[src/rtl/conway_hw_pkg.sv]
// Shared widths and sizing helpers for the serial frame path.
package conway_hw_pkg;

  localparam int unsigned DEFAULT_BOARD_WIDTH = 64;
  localparam int unsigned FRAME_CNT_W         = 16;

  // Beat counter needs at least one bit even for single-beat frames.
  function automatic int unsigned beat_cnt_w(input int unsigned beats);
    return (beats <= 1) ? 1 : $clog2(beats);
  endfunction

endpackage

[src/rtl/shift_accumulator.sv]
// Collects LANES-wide beats into a DATA_SIZE frame; exposes the frame that
// would result from accepting the current beat so the top can load it directly.
module shift_accumulator
  import conway_hw_pkg::*;
#(
  parameter int unsigned DATA_SIZE = DEFAULT_BOARD_WIDTH,
  parameter int unsigned LANES     = 1,
  parameter int unsigned MSB_FIRST = 1
) (
  input  logic                 CLK,
  input  logic                 RST,
  input  logic [LANES-1:0]     data_in,
  input  logic                 accept,
  input  logic                 align,
  output logic                 last_beat_c,
  output logic [DATA_SIZE-1:0] frame_c
);

  localparam int unsigned BEATS = DATA_SIZE / LANES;
  localparam int unsigned BCW   = beat_cnt_w(BEATS);

  logic [DATA_SIZE-1:0] shift_reg;
  logic [BCW-1:0]       beat_cnt;

  assign last_beat_c = (beat_cnt == BCW'(BEATS - 1));

  // Full-width lanes bypass the shifter so no zero-width slice is formed.
  generate
    if (LANES == DATA_SIZE) begin : g_whole
      assign frame_c = data_in;
    end else if (MSB_FIRST != 0) begin : g_msb
      assign frame_c = {shift_reg[DATA_SIZE-LANES-1:0], data_in};
    end else begin : g_lsb
      assign frame_c = {data_in, shift_reg[DATA_SIZE-1:LANES]};
    end
  endgenerate

  always_ff @(posedge CLK or posedge RST) begin
    if (RST) begin
      shift_reg <= '0;
      beat_cnt  <= '0;
    end else if (align) begin
      shift_reg <= '0;
      beat_cnt  <= '0;
    end else if (accept) begin
      if (last_beat_c) begin
        shift_reg <= '0;
        beat_cnt  <= '0;
      end else begin
        shift_reg <= frame_c;
        beat_cnt  <= beat_cnt + BCW'(1);
      end
    end
  end

endmodule

[src/rtl/serial_frame_deserializer.sv]
// Serial-to-parallel frame deserializer with a single held output frame and
// valid/ready handshakes on both sides.
module serial_frame_deserializer
  import conway_hw_pkg::*;
#(
  parameter int unsigned DATA_SIZE = DEFAULT_BOARD_WIDTH,
  parameter int unsigned LANES     = 1,
  parameter int unsigned MSB_FIRST = 1
) (
  input  logic                   CLK,
  input  logic                   RST,
  input  logic [LANES-1:0]       DATA_IN,
  input  logic                   IN_VALID,
  output logic                   IN_READY,
  input  logic                   ALIGN,
  output logic [DATA_SIZE-1:0]   DATA,
  output logic                   OUT_VALID,
  input  logic                   OUT_READY,
  output logic [FRAME_CNT_W-1:0] FRAME_CNT
);

  logic                 accept_c;
  logic                 load_c;
  logic                 last_beat_c;
  logic [DATA_SIZE-1:0] frame_c;

  // Only the final beat can be blocked, and only while the held frame is stuck.
  assign IN_READY = !last_beat_c || !OUT_VALID || OUT_READY;
  assign accept_c = IN_VALID && IN_READY && !ALIGN;
  assign load_c   = accept_c && last_beat_c;

  shift_accumulator #(
    .DATA_SIZE (DATA_SIZE),
    .LANES     (LANES),
    .MSB_FIRST (MSB_FIRST)
  ) u_acc (
    .CLK         (CLK),
    .RST         (RST),
    .data_in     (DATA_IN),
    .accept      (accept_c),
    .align       (ALIGN),
    .last_beat_c (last_beat_c),
    .frame_c     (frame_c)
  );

  // A new frame load wins over delivery so back-to-back frames have no bubble.
  always_ff @(posedge CLK or posedge RST) begin
    if (RST) begin
      DATA      <= '0;
      OUT_VALID <= 1'b0;
      FRAME_CNT <= '0;
    end else if (load_c) begin
      DATA      <= frame_c;
      OUT_VALID <= 1'b1;
      FRAME_CNT <= FRAME_CNT + FRAME_CNT_W'(1);
    end else if (OUT_VALID && OUT_READY) begin
      OUT_VALID <= 1'b0;
    end
  end

endmodule

[config.mk]
export PLATFORM = sky130hd
export DESIGN_NAME = serial_frame_deserializer
export DESIGN_NICKNAME = d
export VERILOG_FILES = /design/src/rtl/conway_hw_pkg.sv /design/src/rtl/shift_accumulator.sv /design/src/rtl/serial_frame_deserializer.sv
export SDC_FILE = /design/constraint.sdc
export NUM_CORES = 1
export LEC_CHECK = 0
export BUFFER_PORTS_ARGS = -buffer_cell sky130_fd_sc_hd__buf_2
export CAP_MARGIN = 20
export CORE_ASPECT_RATIO = 1.1
export CORE_MARGIN = 8
export CORE_UTILIZATION = 55
export CTS_CLUSTER_SIZE = 30
export DETAILED_ROUTE_END_ITERATION = 10
export GPL_TIMING_DRIVEN = 0
export PLACE_DENSITY_LB_ADDON = 0.05
export SYNTH_ARGS = -nofsm -noshare
export SYNTH_HDL_FRONTEND = slang
export SYNTH_SLANG_ARGS = --single-unit
[constraint.sdc]
create_clock -name CLK -period 10.49 [get_ports CLK]
set_clock_uncertainty 0.15 [all_clocks]
set_input_delay 1.5735 -clock CLK [delete_from_list [all_inputs] [get_ports CLK]]
set_output_delay 1.5735 -clock CLK [all_outputs]
set_load 0.01 [all_outputs]
==> impl_results.md <==
* Outcome: completed
* Worst Path Required at 8.77 ns
* Layout cells sized above 1 at 40.4%
* Fmax at 0.239 GHz
* Max-capacitance violation count at 0
* Starting DRT DRC Count at 128
* Clock latency on the worst-skew pair at 0.41 ns
* Leading area contributor after synthesis: dfrtp_1
* Final ANT Viol Nets at 0
* Post-synth top cells: 150 x dfrtp_1, 64 x a22o_1, 60 x mux2_2
* Final Max Tran Viols at 0
* Tightest Hold Check Type: reg -> reg
* Total gr overflow at 0
* Row count at 39
* CP Launch Type: input port
* Cts hold-fix bufs at 0
* RSZ-0062 raised after global routing: no
* First-pass GRT wire length at 18.3 mm
* CTS Sinks at 150
* Area of the multi-input gates at 0.00181 sq mm
* CP max FO at 5
* Final setup viols at 0
* Min cycle time layout at 4.19 ns
* DR vias at 3457
* Post-Route WL at 10.9 mm
* CTS max path bufs at 2
* Met2 global-route usage at 25.8%
* CTS buffer count at 17
* Storage cell area at 0.00375 sq mm
* Area Overhead vs Synth at 21.9%
* Count leader, synth: dfrtp_1
* Clk slew on worst S/H paths at 0.06 ns
* Core area at 0.0102 sq mm
* Residual DRC count at 0
* Seq/Total Area, Yosys at 66.1%
* Met1 usage at 21.2%
* #FFs+latches synth at 150
* Nets at 490
* TritonCTS clock tree: built
* H-tree levels at 4
* # diodes at 0
* Syn avg cell area at 15.1 sq um
* Worst Tran Pin Value at 0.717 ns
* Max reg flops at 64
* Power per cell area at 180 mW/mm^2
* Critical path class: in -> out
* Die Y at 123 microns
* LEAKAGE at 3.67 nW
* Die area at 0.0138 sq mm
* Wirelength per Cell at 17.6 microns
* Port-buffer cells at 87
* Initial Utilization at 55.6%
* Die Span X at 113 microns
* Fin. Hold Viols at 0
* GPL Wtd Cong at 0.727
* Ys async rst share at 100%
* Setup TNS at 0 ns
* Slew margin rel. at 52.2%
* Total Power at 1.24 mW
* Syn. warnings at 0
* Iteration count of the initial detailed-routing pass at 4
* Max VDD drop at 0.105 mV
* GRT Overall Usage at 16.8%
* Top post-synthesis cells by area: dfrtp_1 66%, mux2_2 12%, a22o_1 9.9%, xnor2_1 2.2%, mux2_1 1.2%
* Period utilization at 39.9%
* M3 GR Usage at 6.30%
* Yosys cell types at 35
* Post-CTS sizing at 0
* Initial antenna violation count at 1
* Crit. End Element: output port
* CP arrival at 2.46 ns
* Share of the synthesized area in the top cell type at 66.1%
* Via density at 5.59
* Commonest register cell after synthesis: dfrtp_1
* Vias in the first global route at 3615
* Detailed placement HPWL at 7.27 mm
* Largest net degree at the start of global routing at 81
* Fillers at 764
* Syn nets at 383
* I/O pin count at 88
* Global route hottest layer: met2
* Clk Tree Root Cell: clkbuf_16
* Synth Cell Area at 0.00568 sq mm
* Postcts setup bufs at 0
* Post-Syn Instances at 375
* Number of enable flip-flop cells after synthesis at 0
[critical path, stage by stage]
cell	delay, ns
buf_2	0.10
nand2b_1	0.15
or3_1	0.30
clkbuf_1	0.16
buf_2	0.17
[final timing paths]
check	start	endpoint	slack, ns	cells past startpoint
worst min register to register	FRAME_CNT[15]	FRAME_CNT[15]	0.32	1
max in group asynchronous	RST	u_acc.beat_cnt[4]	8.26	3
worst max register to register	u_acc.beat_cnt[0]	FRAME_CNT[1]	7.96	6
worst min-delay path	FRAME_CNT[15]	FRAME_CNT[15]	0.32	1
min in group asynchronous	RST	DATA[19]	1.15	2
worst max-delay path	OUT_READY	IN_READY	6.30	5
[routing by layer]
metal | vias to the layer above | wire length [microns] | part of all wire [%]
li1 | 1600 | - | -
met1 | 1762 | 5050 | 46
met2 | 74 | 5020 | 46
met3 | 19 | 627 | 5.8
met4 | 2 | 195 | 1.8
met5 | - | 8 | 0.073
[report_power, final]
part           internal [mW]  switching, mW  leakage, nW
Sequential             0.580        0.00130         2.09
Clock                  0.404          0.229        0.300
Combinational        0.00602         0.0220         1.28
Total                  0.991          0.253         3.67
[through the flow]
stage / instances / hold slack, ns / utilization (%) / cell area (sq um) / setup WS (ns)
floorplan: 375 / 0.298 / - / 5680 / 4.73
global placement: 585 / 0.308 / 61.4 / 6260 / 3.23
detailed placement: 586 / 0.312 / 61.7 / 6300 / 6.29
CTS: 618 / 0.325 / 67.9 / 6920 / 6.29
global route: 618 / 0.340 / 67.9 / 6920 / 6.26
finish: 618 / 0.319 / 67.9 / 6920 / 6.30
[layout by cell type, fill, tap and decap left out, drive strengths merged, types with 2 or more instances in the layout]
master,n
a21oi,2
a22o,64
a31oi,2
and3,3
and4,3
buf,105
bufinv,4
clkbuf,27
clkinv,5
clkinvlp,2
dfrtp,150
ha,2
inv,2
mux2,66
nand2,6
nand2b,2
nand3,11
nand4,6
nor2,2
nor3,2
nor4,2
or2,2
xnor2,14
xor2,2
[final cells by class]
type                            instances  share of cell area, %
Clock inverter                         12                   2.55
Multi-Input combinational cell        200                   26.1
Tap cell                              123                   2.22
Clock buffer                           20                   6.45
Inverter                                1                  0.127
Sequential cell                       150                   54.2
Buffer                                 24                   1.63
Timing Repair Buffer                   88                   6.69
[logic make-up (layout without fill, tap and decap cells)]
logic type / count (synthesis) / after routing / share of synthesized area, %
buffers and inverters: 25 / 145 / 2.05
multiplexers: 66 / 66 / 13.1
AND/OR/NAND/NOR: 43 / 43 / 4.63
XOR/XNOR: 16 / 16 / 2.47
adder cells (fa/ha/maj): 2 / 2 / 0.441
AO/OA/AOI/OAI: 73 / 73 / 11.2
flip-flops: 150 / 150 / 66.1
Note: power is estimated with default switching activity, not from simulation.
